File: src/rtl/jtag_multi_dr.sv
// JTAG slave: 16-state TAP, IR_W-bit instruction register, per-instruction DR mux (BYPASS/IDCODE/SAMPLE/USERk).
// Define JTAG_IDCODE_EN to build the IDCODE register; otherwise opcode 1 decodes as BYPASS and reset selects BYPASS.
module jtag_multi_dr #(
    parameter int          IR_W       = 4,
    parameter int          DR_W       = 8,
    parameter int          N_USER     = 2,
    parameter logic [31:0] IDCODE_VAL = 32'h1234_5679
) (
    input  logic                     i_tclk,
    input  logic                     i_trst_n,
    input  logic                     i_tms,
    input  logic                     i_tdi,
    output logic                     o_tdo,
    input  logic [DR_W-1:0]          i_bsr,
    output logic [N_USER*DR_W-1:0]   o_userData,
    output logic [N_USER-1:0]        o_userUpdate,
    output logic [IR_W-1:0]          o_irActive
);

`ifdef JTAG_IDCODE_EN
    localparam logic [IR_W-1:0] IR_RESET = IR_W'(1);
    localparam int              SH_W     = (DR_W > 32) ? DR_W : 32;
`else
    localparam logic [IR_W-1:0] IR_RESET = '1;
    localparam int              SH_W     = DR_W;
`endif
    localparam logic [IR_W-1:0] IR_CAPTURE = IR_W'(2'b01);

    typedef enum logic [3:0] {
        TLR, RTI, SEL_DR, CAP_DR, SH_DR, EX1_DR, PAU_DR, EX2_DR, UPD_DR,
        SEL_IR, CAP_IR, SH_IR, EX1_IR, PAU_IR, EX2_IR, UPD_IR
    } tap_e;

    typedef enum logic [1:0] {SEL_BYP, SEL_ID, SEL_SMP, SEL_USR} dr_sel_e;

    tap_e                   state_q, state_d;
    logic [IR_W-1:0]        ir_sh_q, ir_sh_d;
    logic [IR_W-1:0]        ir_act_q, ir_act_d;
    logic [SH_W-1:0]        dr_q, dr_d;
    logic                   byp_q, byp_d;
    logic [N_USER*DR_W-1:0] user_q, user_d;
    logic [N_USER-1:0]      upd_q, upd_d;
    logic                   tdo_q, tdo_d;

    dr_sel_e                sel;
    logic [N_USER-1:0]      user_hit;
    logic [DR_W-1:0]        user_cap;

    always_ff @(posedge i_tclk or negedge i_trst_n) begin
        if (!i_trst_n) begin
            state_q  <= TLR;
            ir_sh_q  <= '0;
            ir_act_q <= IR_RESET;
            dr_q     <= '0;
            byp_q    <= 1'b0;
            user_q   <= '0;
            upd_q    <= '0;
            tdo_q    <= 1'b0;
        end else begin
            state_q  <= state_d;
            ir_sh_q  <= ir_sh_d;
            ir_act_q <= ir_act_d;
            dr_q     <= dr_d;
            byp_q    <= byp_d;
            user_q   <= user_d;
            upd_q    <= upd_d;
            tdo_q    <= tdo_d;
        end
    end

    always_comb begin
        state_d = state_q;
        unique case (state_q)
            TLR:    state_d = i_tms ? TLR    : RTI;
            RTI:    state_d = i_tms ? SEL_DR : RTI;
            SEL_DR: state_d = i_tms ? SEL_IR : CAP_DR;
            CAP_DR: state_d = i_tms ? EX1_DR : SH_DR;
            SH_DR:  state_d = i_tms ? EX1_DR : SH_DR;
            EX1_DR: state_d = i_tms ? UPD_DR : PAU_DR;
            PAU_DR: state_d = i_tms ? EX2_DR : PAU_DR;
            EX2_DR: state_d = i_tms ? UPD_DR : SH_DR;
            UPD_DR: state_d = i_tms ? SEL_DR : RTI;
            SEL_IR: state_d = i_tms ? TLR    : CAP_IR;
            CAP_IR: state_d = i_tms ? EX1_IR : SH_IR;
            SH_IR:  state_d = i_tms ? EX1_IR : SH_IR;
            EX1_IR: state_d = i_tms ? UPD_IR : PAU_IR;
            PAU_IR: state_d = i_tms ? EX2_IR : PAU_IR;
            EX2_IR: state_d = i_tms ? UPD_IR : SH_IR;
            UPD_IR: state_d = i_tms ? SEL_DR : RTI;
            default: state_d = TLR;
        endcase
    end

    // Instruction decode; unknown opcodes fall through to BYPASS.
    always_comb begin
        user_hit = '0;
        user_cap = '0;
        for (int k = 0; k < N_USER; k++) begin
            if (ir_act_q == IR_W'(4 + k)) begin
                user_hit[k] = 1'b1;
                user_cap    = user_q[k*DR_W +: DR_W];
            end
        end
        sel = SEL_BYP;
        if (ir_act_q == IR_W'(2)) sel = SEL_SMP;
`ifdef JTAG_IDCODE_EN
        if (ir_act_q == IR_W'(1)) sel = SEL_ID;
`endif
        if (|user_hit) sel = SEL_USR;
    end

    // Register actions fire on the edge that leaves the named state.
    always_comb begin
        ir_sh_d  = ir_sh_q;
        ir_act_d = ir_act_q;
        dr_d     = dr_q;
        byp_d    = byp_q;
        user_d   = user_q;
        upd_d    = '0;
        unique case (state_q)
            CAP_IR: ir_sh_d = IR_CAPTURE;
            SH_IR:  ir_sh_d = {i_tdi, ir_sh_q[IR_W-1:1]};
            UPD_IR: ir_act_d = ir_sh_q;
            CAP_DR: begin
                unique case (sel)
                    SEL_ID:  dr_d = SH_W'(IDCODE_VAL);
                    SEL_SMP: dr_d = SH_W'(i_bsr);
                    SEL_USR: dr_d = SH_W'(user_cap);
                    default: byp_d = 1'b0;
                endcase
            end
            SH_DR: begin
                if (sel == SEL_BYP) begin
                    byp_d = i_tdi;
                end else begin
                    dr_d = dr_q >> 1;
`ifdef JTAG_IDCODE_EN
                    if (sel == SEL_ID) dr_d[31] = i_tdi;
                    else               dr_d[DR_W-1] = i_tdi;
`else
                    dr_d[DR_W-1] = i_tdi;
`endif
                end
            end
            UPD_DR: begin
                for (int k = 0; k < N_USER; k++) begin
                    if (user_hit[k]) begin
                        user_d[k*DR_W +: DR_W] = dr_q[DR_W-1:0];
                        upd_d[k]               = 1'b1;
                    end
                end
            end
            default: ;
        endcase
        if (state_d == TLR) ir_act_d = IR_RESET;

        tdo_d = 1'b0;
        if (state_d == SH_IR)      tdo_d = ir_sh_d[0];
        else if (state_d == SH_DR) tdo_d = (sel == SEL_BYP) ? byp_d : dr_d[0];
    end

    assign o_tdo        = tdo_q;
    assign o_userData   = user_q;
    assign o_userUpdate = upd_q;
    assign o_irActive   = ir_act_q;

endmodule

File: config.mk
export PLATFORM = sky130hd
export DESIGN_NAME = jtag_multi_dr
export DESIGN_NICKNAME = d
export VERILOG_FILES = /design/src/rtl/jtag_multi_dr.sv
export SDC_FILE = /design/constraint.sdc
export NUM_CORES = 1
export LEC_CHECK = 0
export CAP_MARGIN = 15
export CORE_MARGIN = 2
export CORE_UTILIZATION = 50
export CTS_CLUSTER_SIZE = 10
export DETAILED_ROUTE_END_ITERATION = 12
export GPL_TIMING_DRIVEN = 0
export MAX_ROUTING_LAYER = met4
export PLACE_DENSITY = 0.76
export SLEW_MARGIN = 20
export SYNTH_ARGS = -nofsm -noshare
export SYNTH_HDL_FRONTEND = slang
export SYNTH_SLANG_ARGS = --single-unit
File: constraint.sdc
create_clock -name i_tclk -period 1.97 [get_ports i_tclk]
set_input_delay 0.394 -clock i_tclk [delete_from_list [all_inputs] [get_ports i_tclk]]
set_output_delay 0.394 -clock i_tclk [all_outputs]
set_load 0.03 [all_outputs]
[After elaboration in Yosys (flattened, before gate mapping)]
Cells that the tools add are included.
W data, S select, Z words.
Word-level totals
  flip-flop bits (word level): 40
  bits of input ports: 12
  output and inout bits: 23
  word-level logic and storage cells: 84
Cells by class
  equal/unequal tests: 25
  mux-type cells: 34
  reduce and logical (&&, ||, !) cells: 14
Operator list (count)
  $pmux W4 S12: 1
  $eq A4 B4 Y1 const B: 9
  $eq A4 B3 Y1 const B: 7
  $mux W4: 6
  $mux W8: 3
  $pmux W8 S3: 1
  $pmux W8 S2: 1
  $eq A4 B2 Y1 const B: 3
  $mux W1: 12
  $mux W2: 6
  $logic_not A4 Y1: 2
  $pmux W4 S2: 1
  $mux W3: 2
  $reduce_bool A2 Y1: 3
  $reduce_or A2 Y1: 3
  $reduce_or A3 Y1: 2
  $eq A2 B2 Y1 const B: 2
  $eq A4 B1 Y1 const B: 1
  $ne A4 B1 Y1 const B: 1
  $reduce_and A2 Y1: 2
  $reduce_and A3 Y1: 1
  $eq A2 B1 Y1 const B: 1
  $logic_not A2 Y1: 1
  $ne A2 B2 Y1 const B: 1
  $pmux W1 S2: 1

[Depth between registers and ports, before layout]
  depth in word-level cells: 11
  gate-level depth with buffers: 7
  mapped depth without buffers: 6

[Worst setup path after synthesis]
OpenSTA, ideal clock, no wires.
  kind: flip-flop to flip-flop
  start point: reg ir_act_q[3] (netlist: o_irActive[3])
  end point: reg user_q[9] (netlist: o_userData[9])
  setup time: 0.125 ns
  data arrival time: 1.611 ns
  required time: 1.845 ns
  path slack: 0.234 ns
  cell stages (with the launch flop): 5
  period minus slack after synthesis: 1.736 ns
  path through: dfstp_2 and4bb_2 buf_2 nand3_1 mux2_2
Between the ends
  longest elaborated chain between the ends: 3
RTL lines
  from (decl): RTL line 38  | logic [IR_W-1:0] ir_act_q, ir_act_d;
  from (signal assigned): RTL line 62  | ir_act_q <= ir_act_d;
  $eq A4 B3 Y1: RTL line 99  | if (ir_act_q == IR_W'(4 + k)) begin
  $mux W1: RTL line 99
  $reduce_and A2 Y1 (no source line)
  to (signal assigned): RTL line 65  | user_q <= user_d;
  to (decl): RTL line 41  | logic [N_USER*DR_W-1:0] user_q, user_d;
Every way passes these cells.
A chain may end at the register's enable or synchronous reset.

[Worst setup path after layout]
  start point: reg ir_act_q[2] (netlist: o_irActive[2])
  end point: reg dr_q[5]
Between the ends
  longest elaborated chain between the ends: 7
  elaborated cells between the ends (all ways): 19
RTL lines
  $eq A4 B3 Y1: RTL line 99
  $mux W1: RTL line 99
  $reduce_or A2 Y1: RTL line 109  | if (|user_hit) sel = SEL_USR;
  $mux W2: RTL line 109
  $eq A2 B2 Y1 (tied with other cells): RTL line 125  | unique case (sel)
  $pmux W8 S3 (tied with other cells): RTL line 125
  $pmux W8 S2 / $reduce_and A3 Y1 (equally long branches)
  to (signal assigned): RTL line 63  | dr_q <= dr_d;
  to (decl): RTL line 39  | logic [SH_W-1:0] dr_q, dr_d;
Several ways; a longest one is shown, not always the timed one.

==> results.py <==
metrics = {
    "floorplan": {
        "core-area_um2": 4000,
        "dieArea_um2": 4715,
        "start_util_pct": 52.27,
        "row_count": 23,
        "dieHeight_um": 68.67,
        "die_w_um": 68.67,
        "num_io_pins": 35,
    },
    "logic_synthesis": {
        "synth_nets": 243,
        "synth_area_leaders": "dfrtp_1 (43%), nand2_1 (11%), a22oi_1 (5.7%), dfstp_2 (5.0%), o21ai_0 (4.1%)",
        "synth_top_family_by_area": "simple AND/OR/NAND/NOR gates",
        "synth_cell_types": 47,
        "synth_compound_area_share_pct": 18.91,
        "synth.area.mux_share_pct": 2.992,
        "syn_inst": 231,
        "synth_edf_count": 0,
        "ys_async_sr_fraction_pct": 100.0,
        "synth_area_um2": 2091,
        "synth_top_cell_area_share_pct": 43.09,
        "syn_area_per_cell_um2": 9.051,
        "synthXorXnorAreaFrac_pct": 0.4189,
        "yosys_warnings": 0,
        "synth-seq-cells": 40,
        "yosysSeqAreaShare_pct": 48.11,
        "synth.largest_area_cell": "dfrtp_1",
        "synth_simple_gate_area_share_pct": 23.52,
        "synthAdderAreaFrac_pct": 0,
        "ys.flop_type": "dfrtp_1",
    },
    "detailed_routing": {
        "vias": 1818,
        "wirelength_mm": 4.899,
        "initialDrtViolationCount": 175,
        "drt-vias-per-instance": 5.560,
        "drc": 0,
        "ant_nets": 0,
        "firstDrtPassIters": 4,
        "wl_per_cell_um": 14.98,
    },
    "timing": {
        "slew_headroom_pct": 69.70,
        "rsz0062_at_grt": "no",
        "fin_crit_sh_pct": 93.37,
        "min_period_ns": 1.839,
        "tightest_slew_ns": 0.4545,
        "setup_tns_ns": 0,
        "hold_violations": 0,
        "holdWs_ns": 0.03099,
        "setup_violations": 0,
        "skew_ns": 0.006889,
        "slew_viol_final": 0,
        "fmax_ghz": 0.5437,
    },
    "placed_design": {
        "dp_hpwl_mm": 3.306,
        "dp.cells": 316,
        "portBuffers": 34,
        "place.gp.congestion": 0.8123,
    },
    "setup_path": {
        "end_kind": "register",
        "crit_arrival_ns": 2.08,
        "crit_buf_inv": 2,
        "crit_fanout": 10,
        "cp_top_family": "flip-flops",
        "path_class": "reg -> reg",
        "cp-start-kind": "register",
        "critPathMaxStageDelay_ns": 0.58,
        "path_cells": "nor2b_1, clkbuf_4, o21ba_2, and2b_2, buf_2, nor2_1, a21oi_1",
        "cp.required_ns": 2.21,
        "r2r_slack_ns": 0.13,
        "crit_path_top_delay_cell": "dfstp_2",
    },
    "grt": {
        "grt_pass1_wl_mm": 8.073,
        "first_global_vias": 1645,
        "grt_antenna_before_repair": 0,
        "grt_max_degree": 23,
        "grt_util_all_layers_pct": 24.19,
        "grt.overflow.total": 0,
    },
    "finish": {
        "drive_above_1_share_pct": 16.61,
        "final_cells": 327,
        "nFillCells": 349,
        "nets": 288,
        "postLayoutCoreUtil_pct": 66.88,
        "antenna_cells": 0,
        "syn_to_final_growth_pct": 27.95,
    },
    "power_and_ir_drop": {
        "pwr_density_cell_nw_per_um2": 1376,
        "ir_drop_v": 0.0007943,
        "power.leakage_nw": 1.222,
    },
    "clock_tree": {
        "cts_hold_buf": 0,
        "clk_pin_slew_ns": 0.09,
        "cts_tree": "yes",
        "clkSinkCount": 40,
        "clockRootBuffer": "clkbuf_8",
        "numCtsBuffers": 5,
        "cts_htree_levels": 2,
        "clk_latency_ns": 0.30,
        "clockBufferDepth": 2,
    },
    "job": {
        "drv_cap": 0,
    },
    "outcome": {
        "outcome": "completed",
    },
    "hold_path": {
        "min_path_type": "in -> async",
    },
}
-- final timing paths --
path,from,endpoint,depth (start not counted)
worst max register to register,o_irActive[2]$_DFFE_PN1P_,dr_q[5]$_DFFE_PN0P_,7
worst max-delay path,o_irActive[2]$_DFFE_PN1P_,dr_q[5]$_DFFE_PN0P_,7
max in group asynchronous,i_trst_n,o_irActive[2]$_DFFE_PN1P_,2
worst min register to register,o_userData[5]$_DFFE_PN0P_,o_userData[5]$_DFFE_PN0P_,2
worst min-delay path,i_trst_n,state_q[0]$_DFF_PN0_,1
min in group i_tclk,o_userData[5]$_DFFE_PN0P_,o_userData[5]$_DFFE_PN0P_,2
-- report_power, final --
group / leakage (nW) / switching (mW) / internal (mW) / total, mW
combinational: 0.672 / 0.957 / 0.728 / 1.69
sequential: 0.495 / 0.224 / 1.07 / 1.29
clock: 0.0548 / 0.321 / 0.382 / 0.703
total: 1.22 / 1.50 / 2.18 / 3.68
-- registers in the layout, summed over array words and instances (netlist names) --
register and count:
state_q 4, o_tdo 1, ir_sh_q 4, byp_q 1, dr_q 8, o_userData 16
o_irActive 4, o_userUpdate 2
-- cell usage in the layout, fill, tap and decap left out, drive strengths merged, types with 2 or more instances in the layout --
master and instances:
nor3b 2, nor3 2, buf 13, or2 2, and2b 2, clkdlybuf4s50 28, nand3 5, nor2 12
dlymetal6s2s 5, and4bb 2, nor2b 3, nand2 62, a21oi 10, dfstp 4, o31ai 2, mux2i 4
dfrtp 36, o21ai 17, a22oi 16, inv 14, o211ai 2, clkbuf 8, mux2 2, nand4 3
o221ai 2
-- timing repair --
item | in CTS | in global routing
setup endpoints to repair | 7 | 15
pin swaps | 1 | 0
resized for setup | 0 | 10
buffers inserted | 3 | 0
-- synthesized netlist by cell type, types with 2 or more instances --
master	n
dfstp_2	4
nand2_1	62
o221ai_1	2
mux2i_1	4
o211ai_1	2
nor2_1	12
dfrtp_1	36
and4bb_2	2
o21ai_0	17
nand4_1	2
a22oi_1	16
nor2b_1	3
nor3b_1	2
nor3_1	2
nand3_1	5
inv_1	13
o31ai_1	2
buf_2	5
a21oi_1	9
mux2_2	2
buf_6	3
-- through the flow --
step           setup WS [ns]  power, mW  instance area, um2
5_1_grt              0.03043      3.896                2675
3_5_place_dp         -0.2088      2.967                2516
6_report              0.1306      3.680                2675
2_1_floorplan         0.2342      2.446                2091
4_1_cts             0.007181      3.678                2654
3_3_place_gp         -0.4670      2.941                2494
-- area by class of cell --
| cell class | count | area (um2) | share of cell area [%] |
|---|---|---|---|
| Clock buffer | 5 | 68.82 | 2.572 |
| Sequential cell | 40 | 1006 | 37.60 |
| Clock inverter | 3 | 46.29 | 1.731 |
| Buffer | 11 | 81.33 | 3.040 |
| Multi-Input combinational cell | 167 | 963.4 | 36.01 |
| Timing Repair Buffer | 38 | 397.9 | 14.87 |
| Inverter | 13 | 48.80 | 1.824 |
| Tap cell | 50 | 62.56 | 2.339 |
-- per-layer routing --
metal / track usage [%] / up-vias / part of all wire [%]
met1: 35.90 / 871 / 50
met3: 5.032 / 10 / 4.5
li1: - / 889 / -
met5: - / - / 0
met4: 8.000 / 0 / 2.1
met2: 32.81 / 48 / 44
-- logic make-up (layout without fill, tap and decap cells) --
logic type	count (synthesis)	after routing
AND/OR/NAND/NOR	102	102
buffers and inverters	24	70
AO/OA/AOI/OAI	58	58
XOR/XNOR	1	1
multiplexers	6	6
flip-flops	40	40
No activity file was read; power rests on OpenSTA's default activity.
